<file path="src/rtl/spi_slave_rx.sv">
// SPI slave receiver: MSB-first deserialiser into a small rx FIFO, tx byte on miso.
// Optional saturating overflow counter port when SPI_SLAVE_OVF_COUNT_EN is defined.
module spi_slave_rx #(
    parameter int DATA_W = 8,
    parameter int DEPTH  = 4,
    parameter int ADDR_W = 2
) (
    input  logic              global_clk,
    input  logic              reset,
    input  logic              ss,
    input  logic              mosi,
    output logic              miso,
    input  logic [DATA_W-1:0] tx_data,
    input  logic              tx_load,
    output logic [DATA_W-1:0] rx_data,
    output logic              rx_valid,
    input  logic              rx_ready,
    output logic              busy,
    output logic              overflow
`ifdef SPI_SLAVE_OVF_COUNT_EN
    ,
    output logic [7:0]        ovf_count
`endif
);

    localparam int CNT_W = $clog2(DATA_W);
    localparam logic [CNT_W-1:0] LAST = CNT_W'(DATA_W - 1);
    localparam logic [ADDR_W:0] FULL = (ADDR_W + 1)'(DEPTH);

    typedef enum logic {S_IDLE, S_SHIFT} state_t;

    state_t            r_state;
    logic [CNT_W-1:0]  r_bit_cnt;
    logic [DATA_W-2:0] r_rx_shift;
    logic [DATA_W-1:0] r_tx_shift;
    logic [DATA_W-1:0] r_tx_reg;
    logic [DATA_W-1:0] r_mem [DEPTH];
    logic [ADDR_W-1:0] r_wr_ptr;
    logic [ADDR_W-1:0] r_rd_ptr;
    logic [ADDR_W:0]   r_count;
    logic              r_overflow;

    logic              w_last;
    logic [DATA_W-1:0] w_byte;
    logic              w_full;
    logic              w_valid;
    logic              w_pop;
    logic              w_push;
    logic              w_drop;

    assign w_last  = !ss && (r_bit_cnt == LAST);
    assign w_byte  = {r_rx_shift, mosi};
    assign w_full  = (r_count == FULL);
    assign w_valid = (r_count != '0);
    assign w_pop   = w_valid && rx_ready;
    // A pop in the same cycle frees the slot, so a full FIFO can still accept.
    assign w_push  = w_last && (!w_full || w_pop);
    assign w_drop  = w_last && w_full && !w_pop;

    always_ff @(posedge global_clk or negedge reset) begin
        if (!reset) begin
            r_state    <= S_IDLE;
            r_bit_cnt  <= '0;
            r_rx_shift <= '0;
            r_tx_shift <= '0;
            r_tx_reg   <= '0;
        end else begin
            if (tx_load)
                r_tx_reg <= tx_data;
            unique case (r_state)
                S_IDLE:  if (!ss) r_state <= S_SHIFT;
                S_SHIFT: if (ss) r_state <= S_IDLE;
                default: r_state <= S_IDLE;
            endcase
            if (ss) begin
                r_bit_cnt  <= '0;
                r_tx_shift <= r_tx_reg;
            end else begin
                r_rx_shift <= w_byte[DATA_W-2:0];
                if (w_last) begin
                    r_bit_cnt  <= '0;
                    r_tx_shift <= r_tx_reg;
                end else begin
                    r_bit_cnt  <= r_bit_cnt + 1'b1;
                    r_tx_shift <= {r_tx_shift[DATA_W-2:0], 1'b0};
                end
            end
        end
    end

    always_ff @(posedge global_clk or negedge reset) begin
        if (!reset) begin
            for (int i = 0; i < DEPTH; i++)
                r_mem[i] <= '0;
            r_wr_ptr   <= '0;
            r_rd_ptr   <= '0;
            r_count    <= '0;
            r_overflow <= 1'b0;
        end else begin
            r_overflow <= w_drop;
            if (w_push) begin
                r_mem[r_wr_ptr] <= w_byte;
                r_wr_ptr        <= r_wr_ptr + 1'b1;
            end
            if (w_pop)
                r_rd_ptr <= r_rd_ptr + 1'b1;
            unique case ({w_push, w_pop})
                2'b10:   r_count <= r_count + 1'b1;
                2'b01:   r_count <= r_count - 1'b1;
                default: r_count <= r_count;
            endcase
        end
    end

`ifdef SPI_SLAVE_OVF_COUNT_EN
    logic [7:0] r_ovf_count;

    always_ff @(posedge global_clk or negedge reset) begin
        if (!reset)
            r_ovf_count <= '0;
        else if (w_drop && r_ovf_count != 8'hFF)
            r_ovf_count <= r_ovf_count + 1'b1;
    end

    assign ovf_count = r_ovf_count;
`endif

    assign miso     = ss ? 1'b0 : r_tx_shift[DATA_W-1];
    assign rx_valid = w_valid;
    assign rx_data  = w_valid ? r_mem[r_rd_ptr] : '0;
    assign busy     = (r_state == S_SHIFT);
    assign overflow = r_overflow;

endmodule
</file>
<file path="config.mk">
export PLATFORM = sky130hd
export DESIGN_NAME = spi_slave_rx
export DESIGN_NICKNAME = d
export VERILOG_FILES = /design/src/rtl/spi_slave_rx.sv
export SDC_FILE = /design/constraint.sdc
export NUM_CORES = 1
export LEC_CHECK = 0
export ABC_AREA = 0
export ABC_CLOCK_PERIOD_IN_PS = 2500
export CAP_MARGIN = 10
export CORE_UTILIZATION = 57
export CTS_CLUSTER_DIAMETER = 50
export DETAILED_ROUTE_END_ITERATION = 16
export PLACE_DENSITY_LB_ADDON = 0.12
export SYNTH_ARGS = -nofsm -noshare
export SYNTH_HDL_FRONTEND = slang
export SYNTH_SLANG_ARGS = --single-unit
</file>
<file path="constraint.sdc">
create_clock -name global_clk -period 2.5 [get_ports global_clk]
set_input_delay 0.25 -clock global_clk [delete_from_list [all_inputs] [get_ports global_clk]]
set_output_delay 0.25 -clock global_clk [all_outputs]
set_load 0.005 [all_outputs]
</file>
**Yosys cells after proc, flatten, opt, wreduce, memory -nomap -nowiden**

Cells that the tools add are included.

- Input port bits: 14
- Bits in writable memories: 0
- Logic and storage cells: 53
- Memory bits (read-only): 0
- Memories kept: 0
- Bits in latches: 0
- Output and inout bits: 12
- Register bits after elaboration: 67

- Multiply operators: 0
- Divide/modulo/power cells: 0
- Mux-type cells: 14
- $lt $le $gt $ge: 3
- Reductions and logical operators: 12
- Shifts and indexed selects: 0
- Bitwise logic cells: 2
- $add $sub $neg: 5
- Eq/ne operators: 4

Operators with widths:

| cell | count |
|---|---|
| $mux 8 | 6 |
| $bwmux 32 | 1 |
| $bmux 8 s2 | 1 |
| $demux 8 s2 | 1 |
| $add 3x1->3 const B | 2 |
| $eq 3x3->1 const B | 2 |
| $ge 3x3->1 const B | 2 |
| $logic_and 1x1->1 | 6 |
| $mux 3 | 2 |
| $not 2->3 | 2 |
| $pmux 3 s2 | 1 |
| $add 2x1->2 const B | 2 |
| $logic_not 1->1 | 3 |
| $lt 3x1->1 const B | 1 |
| $reduce_bool 3->1 | 1 |
| $sub 3x1->3 const B | 1 |
| $eq 2x1->1 const B | 1 |
| $eq 2x2->1 const B | 1 |
| $mux 1 | 2 |
| $reduce_bool 2->1 | 1 |
| $logic_or 1x1->1 | 1 |

**Depth between registers and ports, before layout**

Gate-level depths: netlist of the first run.

- Depth after elaboration: 6
- Gate-level depth with buffers: 10
- Depth with buffers taken out: 10

**Worst setup path after synthesis of the first run**

Ideal clock, no wire load.

- Path kind: reg-to-reg
- Start point: reg r_bit_cnt[0]
- End point: reg r_count[2]
- Required time: 2.421 ns
- Setup time: 0.079 ns
- Arrival: 1.990 ns
- Cell stages (with the launch flop): 11
- Buffers on the path: 0
- Path slack: 0.431 ns
- Clock period less this slack: 2.069 ns
- Cells stage by stage: dfrtp_1 ha_1 ha_1 nor3b_1 inv_1 ha_1 inv_1 fa_1 xor2_1 nor2_1 xor2_1

- Cells in the longest elaborated chain, start to end: 5
- Elaborated cells on any way between the ends: 7
- Those cells by class: 3 x eq/ne; 1 x mux; 3 x reduce/logical

RTL lines:

| what | RTL line | RTL |
|---|---|---|
| start: declaration | 33 | `logic [CNT_W-1:0] r_bit_cnt;` |
| start signal: assignment | 84 | `r_bit_cnt <= r_bit_cnt + 1'b1;` |
| $eq 3x3->1 (*) | 51 | `assign w_last = !ss && (r_bit_cnt == LAST);` |
| $logic_and 1x1->1 (*) | 51 |  |
| $logic_and 1x1->1 (*) | 57 | `assign w_push = w_last && (!w_full \|\| w_pop);` |
| $eq 2x1->1 or $eq 2x2->1 (tied branches) | 107 | `unique case ({w_push, w_pop})` |
| $pmux 3 s2 or $reduce_bool 2->1 (tied branches) | -- |  |
| end signal: assignment | 108 | `2'b10: r_count <= r_count + 1'b1;` |
| end signal: assignment | 109 | `2'b01: r_count <= r_count - 1'b1;` |
| end signal: assignment | 110 | `default: r_count <= r_count;` |
| end: declaration | 40 | `logic [ADDR_W:0] r_count;` |

Mark *: on every way between the ends. The rest lies on a longest branch, timed or not.
A chain may end at the register's enable or synchronous reset.

**Worst setup path in the final report of the first run**

- Start point: reg r_rd_ptr[0]
- End point: out rx_data[3]

- Cells in the longest elaborated chain, start to end: 5

RTL lines:

| what | RTL line | RTL |
|---|---|---|
| start: declaration | 39 | `logic [ADDR_W-1:0] r_rd_ptr;` |
| start signal: assignment | 106 | `r_rd_ptr <= r_rd_ptr + 1'b1;` |
| $not 2->3 (not written as such) | 130 | `assign rx_data = w_valid ? r_mem[r_rd_ptr] : '0;` |
| $bmux 8 s2 | 130 |  |
| $mux 8 (not written as such) (2 in series) | 130 |  |
| $mux 8 | 130 |  |
| end: declaration | 15 | `output logic [DATA_W-1:0] rx_data,` |

No other way between the ends. The select of a mux whose other input is x is not followed.

==> flow_summary_export.csv, run 1 <==
group,metric,value,unit
run_status,outcome,"complete, no violations",
sta,fin_setup_tns,0,ns
drt,wl_per_cell,16.8,microns
cts,cts_root_buffer,"clkbuf_8",
yosys,ys_async_sr_fraction,1.00,
yosys,syn_area_per_cell,15.6,sq um
power_and_ir_drop,pwr-share-comb,0.176,
yosys,yosysSeqAreaShare,0.579,
cts,cts.path.max_buffers,2,
cts,cts_resized,0,
yosys,yosysMostFrequentCell,"dfrtp_1",
sta,timing.final.max_slew_violations,0,
die,ioPinCount,26,
cts,htree_num_levels,3,
grt,grt_max_degree,68,
critical_path,cp-end-kind,"primary output",
sta,rsz0062_at_grt,"false",
power_and_ir_drop,power_density,783,nW/um^2
layout,area_growth,19.3,%
sta,min_period_over_period,0.946,
cts,clock-sinks,67,
placed_design,placed_cell_area,3260,sq um
critical_path,crit_arrival,2.11,ns
power_and_ir_drop,vdd_drop_max,0.000395,V
yosys,syn_inst,186,
yosys,yosys.area_share.simple,0.0639,
grt,grt_util_all_layers,0.225,
critical_path,crit_fanout,8,
sta,fmax,0.423,GHz
placed_design,place_congestion,0.757,
yosys,ys_types,23,
grt,gr-total-overflow,0,
layout,final_cell_area,3460,sq um
layout,multi_input_area,1150,sq um
sta,clock_skew,0.00871,ns
yosys,synth_fa_ha_area_frac,0.0371,
layout,seq_area,1680,sq um
drt,num_vias,1566,
critical_path,worstPathRequired,2.25,ns
power_and_ir_drop,clkPwrFrac,0.326,
yosys,synth_compound_area_frac,0,
yosys,synth_common_cells,"dfrtp_1, mux2_1, mux2_2",
power_and_ir_drop,seqPwrFrac,0.498,
power_and_ir_drop,switching_share,0.265,
sta,hold_viol,0,
yosys,synth_mux_area_frac,0.279,
drt,drc_errors,0,
yosys,synth_top_area_share,0.579,
power_and_ir_drop,leakage,1.65,nW
power_and_ir_drop,switchingPower,0.717,mW
yosys,ys_ff_latch,67,
yosys,syn_area,2900,sq um
cts,cts_hold_buf,0,
placed_design,place_hpwl,3300,microns
die,fp-row-count,25,
drt,vias_per_cell,5.33,
critical_path,crit_type,"reg2out",
critical_path,reg2reg_depth,10,
sta,setup_viol,0,
layout,drive_gt1_frac,0.251,
die,die_y,73.3,microns
cts,clkLatencyLatePin,0.34,ns
drt,drt_iter0_drc,65,
power_and_ir_drop,power,2.71,mW
yosys,synth_edf_count,0,
cts,cts_tree,"yes",
grt,antenna_found_initial,0,
grt,grt_pass1_vias,1720,
die,coreArea,4820,sq um
drt,drtPass1Iterations,4,
die,start_util,0.602,
worst_hold_path,min_path_type,"in2async",
yosys,yosys.area.top_type,"dfrtp_1",
cts,post_cts_buffers,0,
die,dieWidth,73.3,microns
yosys,synth_flop_cell,"dfrtp_1",
layout,fillers,358,
yosys,synth_area_leaders,"dfrtp_1, mux2_1, mux2_2",
sta,relSlewSlack,0.450,
layout,num_antenna_cells,0,
yosys,synth-warning-count,0,
placed_design,io_buffers,25,
yosys,synth_top_family_by_area,"multiplexers",
sta,period_minus_slack,2.36,ns
cts,clkTransAtPathRegs,0.07,ns
yosys,syn_nets,208,
drt,wl,4940,microns
sta,tightest_slew,0.825,ns
die,die_area,5370,sq um
critical_path,worst_setup_path_start_kind,"flop",
yosys,synthXorXnorAreaFrac,0.0181,
drt,postRouteAntennaNets,0,
layout,nets,245,
layout,largest_reg_flops,32,
grt,grt_pass1_wl,8450,microns
power_and_ir_drop,intPower,1.99,mW
cts,numCtsBuffers,9,
flow_run,cap_violations,0,
cells by family after synthesis:
family / after synthesis
buf+inv: 16
fa+ha+maj: 8
xor+xnor: 6
mux: 64
simple gates: 25
flops: 67
cell type report:
class	instances	share of cell area
flip-flops and latches	67	0.485
inverters	7	0.00760
clock buffers	13	0.0460
clock inverters	2	0.0101
repair buffers	35	0.0927
multi-input cells	103	0.334
well taps	67	0.0243
power groups by stage:
| stage | sequential, mW | clock (mW) | combinational, mW |
|---|---|---|---|
| 2_1_floorplan | 1.30 | 0 | 0.354 |
| 3_3_place_gp | 1.36 | 0 | 0.452 |
| 3_5_place_dp | 1.37 | 0 | 0.488 |
| 4_1_cts | 1.35 | 0.903 | 0.489 |
| 5_1_grt | 1.37 | 0.952 | 0.527 |
| 6_report | 1.35 | 0.881 | 0.477 |
layer usage:
layer	vias to the layer above	share of wire	routed length, microns	global-route usage
met5	-	0	0	0
met4	0	0.024	119	0.137
met3	13	0.024	120	0.0535
met2	31	0.51	2520	0.362
met1	797	0.44	2180	0.277
li1	725	-	-	-
stage by stage:
stage / utilization / cells / setup slack (ns) / hold WS, ns
floorplan: - / 186 / 0.431 / -0.0456
global placement: 0.677 / 279 / 0.333 / 0.427
detailed placement: 0.677 / 279 / 0.183 / 0.438
CTS: 0.717 / 294 / 0.114 / 0.115
global route: 0.717 / 294 / 0.0162 / 0.151
finish: 0.717 / 294 / 0.135 / 0.0901
layout by cell type, fill, tap and decap left out, types with 4 or more instances in the layout:
cell / instances
nor4bb_1: 4
and2_1: 11
buf_4: 10
mux4_2: 8
clkdlybuf4s50_1: 24
ha_1: 7
dfrtp_1: 67
mux2_1: 32
mux2_2: 23
clkbuf_8: 11
inv_1: 7
critical path, cell delays in order (launching register included):
cell             delay [ns]
dfrtp_1                0.39
buf_4                  0.24
mux4_2                 0.53
and2_1                 0.17
clkdlybuf4s50_1        0.43
worst paths after layout:
check / to / slack (ns) / startpoint
worst min-delay path: r_mem[6] / 0.09 / reset
min in group global_clk: r_bit_cnt[0] / 0.44 / r_bit_cnt[0]
worst max register to register: r_count[2] / 0.26 / r_bit_cnt[0]
worst max-delay path: rx_data[3] / 0.14 / r_rd_ptr[0]
max in group asynchronous: r_mem[23] / 1.87 / reset
worst min register to register: r_bit_cnt[0] / 0.44 / r_bit_cnt[0]
No activity file was read; power rests on OpenSTA's default activity.
==> inputs of run 2 (changes only) <==
- PLACE_DENSITY: default -> 0.79
- PLACE_DENSITY_LB_ADDON: 0.12 -> default
==> run 2 against run 1 <==
Clock skew is 0.0036 ns lower. Hold slack better by 0.35 ns. Utilization up 0.75 points. Power is 2.1% higher. Critical path type is now reg2reg. Largest cell class unchanged. Non-clock buffer count is 1 higher. Critical endpoint is now r_count[2]. Cell count increased by 0.68%. Critical path depth increased by 6. Worst setup slack gained 0.045 ns. Clock power rose by 5.9%. Largest power group unchanged. Routed wire length decreased by 4.8%.
==> flow_summary_export.csv, run 2 (synthesis gave the netlist of run 1 again) <==
group,metric,value,unit
layout,nets,246,
drt,postRouteAntennaNets,0,
drt,wl_met3,141,microns
cts,htree_num_levels,3,
critical_path,crit_fanout,8,
grt,grt_util_all_layers,0.209,
sta,relSlewSlack,0.514,
critical_path,setup.worst_path.start,"r_bit_cnt[0]",
grt,grt_pass1_wl,8000,microns
grt,grt_max_degree,37,
critical_path,worst_setup_path_start_kind,"flop",
layout,drive_gt1_frac,0.258,
grt,grt_pass1_vias,1714,
drt,drc_errors,0,
layout,mostFrequentLayoutCells,"dfrtp_1, mux2_1, clkdlybuf4s50_1, mux2_2, and2_1",
sta,min_period_over_period,0.928,
die,die_y,73.3,microns
layout,largest_reg_flops,32,
critical_path,cp-end-kind,"flop",
sta,hold_viol,0,
drt,wl_met2,2360,microns
critical_path,r2r_start,"r_bit_cnt[0]",
sta,holdWs,0.438,ns
sta,fmax,0.431,GHz
cts,clock-sinks,67,
critical_path,crit_path_end,"r_count[2]",
cts,cts_root_buffer,"clkbuf_8",
power_and_ir_drop,vdd_drop_max,0.000453,V
drt,drt_iter0_drc,72,
critical_path,crit_arrival,2.55,ns
grt,antenna_found_initial,0,
drt,vias_per_cell,5.33,
sta,timing.final.max_slew_violations,0,
cts,cts_tree,"yes",
drt,num_vias,1578,
flow_run,cap_violations,0,
layout,area_growth,20.5,%
sta,period_minus_slack,2.32,ns
sta,clock_skew,0.00514,ns
placed_design,place_congestion,0.714,
critical_path,reg2reg_depth,10,
layout,layout_commonest_cell,"dfrtp_1",
cts,clkLatencyLatePin,0.33,ns
grt,gr-total-overflow,0,
layout,num_antenna_cells,0,
run_status,outcome,"complete, no violations",
cts,clkTransAtPathRegs,0.07,ns
placed_design,io_buffers,25,
die,ioPinCount,26,
die,dieWidth,73.3,microns
die,start_util,0.602,
power_and_ir_drop,power_density,792,nW/um^2
drt,top_layer,"met4",
die,coreArea,4820,sq um
sta,tightest_slew,0.729,ns
critical_path,worstPathRequired,2.73,ns
drt,drtPass1Iterations,4,
critical_path,r2r_setup_slack,0.18,ns
sta,setup_viol,0,
cts,numCtsBuffers,9,
drt,wl,4710,microns
placed_design,place_hpwl,3240,microns
die,fp-row-count,25,
critical_path,crit_type,"reg2reg",
power_and_ir_drop,leakage,1.67,nW
worst_hold_path,min_path_type,"reg2reg",
critical_path,rr_endpoint,"r_count[2]",
drt,wl_per_cell,15.9,microns
die,die_area,5370,sq um
sta,fin_setup_tns,0,ns
drt,met1_length,2090,microns
cts,cts.path.max_buffers,2,
cts,cts_resized,0,
sta,rsz0062_at_grt,"false",
## run 2: metal layers
| layer | global-route usage | vias to the layer above |
|---|---|---|
| li1 | - | 732 |
| met1 | 0.259 | 795 |
| met2 | 0.340 | 37 |
| met3 | 0.0494 | 14 |
| met4 | 0.122 | 0 |
| met5 | 0 | - |
## run 2: through the flow
step	worst slack [ns]	instances	cell area, sq um	utilization	power [mW]
after floorplan	0.431	186	2900	-	1.65
after global placement	0.343	279	3270	0.680	1.81
after detailed placement	0.136	279	3270	0.680	1.86
after CTS	0.148	296	3490	0.725	2.80
after global routing	0.0559	296	3490	0.725	2.90
final	0.180	296	3490	0.725	2.76
## run 2: final cells by class
cell class,instances,area [sq um]
Clock inverter,6,80.1
Sequential cell,67,1680
Inverter,7,26.3
Multi-Input combinational cell,103,1150
Clock buffer,10,128
Tap cell,67,83.8
Timing Repair Buffer,36,343
Fill cell,321,1330
## run 2: report_power, final
part	internal (mW)	switching [mW]
registers	1.21	0.139
clock network	0.555	0.379
logic	0.273	0.210
## run 2: worst max-delay path, cell delays in order (launching register included)
cell and delay, ns:
dfrtp_1 0.38, ha_1 0.20, ha_1 0.26, nor3b_1 0.19, inv_1 0.07, ha_1 0.18, inv_1 0.07, fa_1 0.38
xor2_1 0.15, nor2_1 0.13, xor2_1 0.22
## run 2: worst min-delay path by stage
| stage | start | endpoint | slack [ns] | cells after the start |
|---|---|---|---|---|
| after detailed placement | reset | r_mem[31] | 0.34 | 1 |
| final | r_bit_cnt[0] | r_bit_cnt[0] | 0.44 | 1 |
| after floorplan | reset | busy | -0.05 | 0 |
| after CTS | r_bit_cnt[0] | r_bit_cnt[0] | 0.44 | 1 |
| after global routing | r_bit_cnt[0] | r_bit_cnt[0] | 0.45 | 1 |
| after global placement | reset | r_mem[31] | 0.33 | 1 |
## run 2: repair_timing
item	CTS	global route
hold buffers	1	0
endpoints found under the hold margin	31	0
buffers inserted	0	0
==> inputs of run 3 (changes only) <==
- ABC_CLOCK_PERIOD_IN_PS: 2500 -> 2800
- CORE_UTILIZATION: 57 -> 61
- PLACE_DENSITY: 0.79 -> 0.84
- clock period: 2.5 -> 2.8 ns (I/O delays scaled with it)
==> run 3 against run 2 <==
First-iteration DRC count rose by 50%. Sequential share of layout area rose by 0.70 points. Non-clock buffer count is 1 lower. Power down 12%. Cell area is 1.4% lower.
==> flow_summary_export.csv, run 3 (synthesis gave the netlist of run 1 again) <==
group,metric,value,unit
power_and_ir_drop,vdd_drop_max,0.000453,V
placed_design,place_congestion,0.722,
worst_hold_path,min_path_type,"reg2reg",
grt,grt_pass1_wl,8750,microns
cts,post_cts_buffers,0,
drt,drt_iter0_drc,108,
drt,drtPass1Iterations,10,
die,fp-row-count,24,
die,dieWidth,70.9,microns
grt,gr-total-overflow,0,
power_and_ir_drop,leakage,1.65,nW
drt,drc_errors,0,
layout,num_antenna_cells,0,
sta,timing.final.max_slew_violations,0,
cts,clkTransAtPathRegs,0.07,ns
grt,antenna_found_initial,0,
drt,wl,4890,microns
sta,hold_viol,0,
cts,cts_root_buffer,"clkbuf_8",
sta,setup_viol,0,
cts,clkLatencyLatePin,0.32,ns
grt,grt.busiest_layer,"met2",
layout,nets,245,
die,die_y,70.9,microns
layout,drive_gt1_frac,0.243,
grt,grt_pass1_vias,1737,
sta,fin_setup_tns,0,ns
cts,cts_tree,"yes",
sta,clock_skew,0.00555,ns
grt,grt_util_all_layers,0.233,
layout,fillers,268,
drt,wl_per_cell,17.6,microns
flow_run,cap_violations,0,
die,coreArea,4470,sq um
grt,grt_util_met2,0.388,
layout,layout_commonest_cell,"dfrtp_1",
grt,met3_usage,0.0570,
sta,tightest_slew,0.471,ns
sta,period_minus_slack,2.48,ns
cts,cts_hold_buf,1,
critical_path,cp-end-kind,"primary output",
drt,postRouteAntennaNets,0,
grt,met1_usage,0.309,
critical_path,worstPathRequired,2.52,ns
critical_path,worst_setup_path_start_kind,"flop",
cts,htree_num_levels,3,
sta,rsz0062_at_grt,"false",
run_status,outcome,"complete, no violations",
drt,vias_per_cell,5.55,
sta,fmax,0.403,GHz
die,ioPinCount,26,
critical_path,crit_arrival,2.20,ns
die,die_area,5030,sq um
drt,num_vias,1544,
critical_path,crit_type,"reg2out",
placed_design,place_hpwl,3420,microns
layout,largest_reg_flops,32,
grt,grt_max_degree,36,
die,start_util,0.648,
layout,area_growth,18.8,%
layout,mostFrequentLayoutCells,"dfrtp_1, mux2_1, clkdlybuf4s50_1, mux2_2, and2_1",
cts,cts.path.max_buffers,2,
sta,min_period_over_period,0.887,
critical_path,crit_fanout,6,
placed_design,io_buffers,25,
power_and_ir_drop,power_density,708,nW/um^2
layout,final_util,0.769,
cts,numCtsBuffers,9,
cts,cts_resized,0,
cts,clock-sinks,67,
sta,relSlewSlack,0.686,
run 3: report_power, final:
| group | internal [mW] | switching (mW) | total, mW |
|---|---|---|---|
| logic | 0.233 | 0.172 | 0.405 |
| registers | 1.08 | 0.142 | 1.22 |
| clock network | 0.491 | 0.317 | 0.808 |
run 3: critical path: stages (launching register included):
cell and delay [ns]:
dfrtp_1 0.52, buf_4 0.24, mux4_2 0.49, and2_1 0.18
clkdlybuf4s50_1 0.44
run 3: final timing paths:
kind | startpoint | to | slack, ns | cells past startpoint
max | r_rd_ptr[0] | rx_data[3] | 0.32 | 4
min | r_bit_cnt[0] | r_bit_cnt[0] | 0.46 | 1
max reg2reg | r_bit_cnt[0] | r_count[2] | 0.57 | 10
min reg2reg | r_bit_cnt[0] | r_bit_cnt[0] | 0.46 | 1
max in group asynchronous | reset | r_rx_shift[1] | 1.96 | 3
min in group asynchronous | reset | r_mem[6] | 0.52 | 3
run 3: layer usage:
| layer | vias up | routed length (microns) | share of wire |
|---|---|---|---|
| met2 | 31 | 2560 | 0.52 |
| met5 | - | 0 | 0 |
| met3 | 7 | 147 | 0.030 |
| met4 | 0 | 42 | 0.0086 |
| li1 | 730 | - | - |
| met1 | 776 | 2140 | 0.44 |
run 3: per-stage QoR:
stage | worst slack (ns) | power [mW] | cell area, sq um | hold WS, ns | instances
4_1_cts | 0.276 | 2.47 | 3440 | 0.466 | 278
2_1_floorplan | 0.731 | 1.48 | 2900 | -0.0156 | 186
3_3_place_gp | 0.488 | 1.60 | 3240 | 0.324 | 263
3_5_place_dp | 0.301 | 1.65 | 3240 | 0.336 | 263
5_1_grt | 0.206 | 2.56 | 3440 | 0.487 | 278
6_report | 0.317 | 2.44 | 3440 | 0.459 | 278
run 3: area by class of cell:
type | count | area (sq um) | area share
multi-input combinational | 103 | 1150 | 0.336
timing repair buffer | 35 | 323 | 0.0938
inverter | 7 | 26.3 | 0.00763
sequential | 67 | 1680 | 0.487
clock buffer | 11 | 131 | 0.0382
clock inverter | 3 | 65.1 | 0.0189
tap | 52 | 65.1 | 0.0189
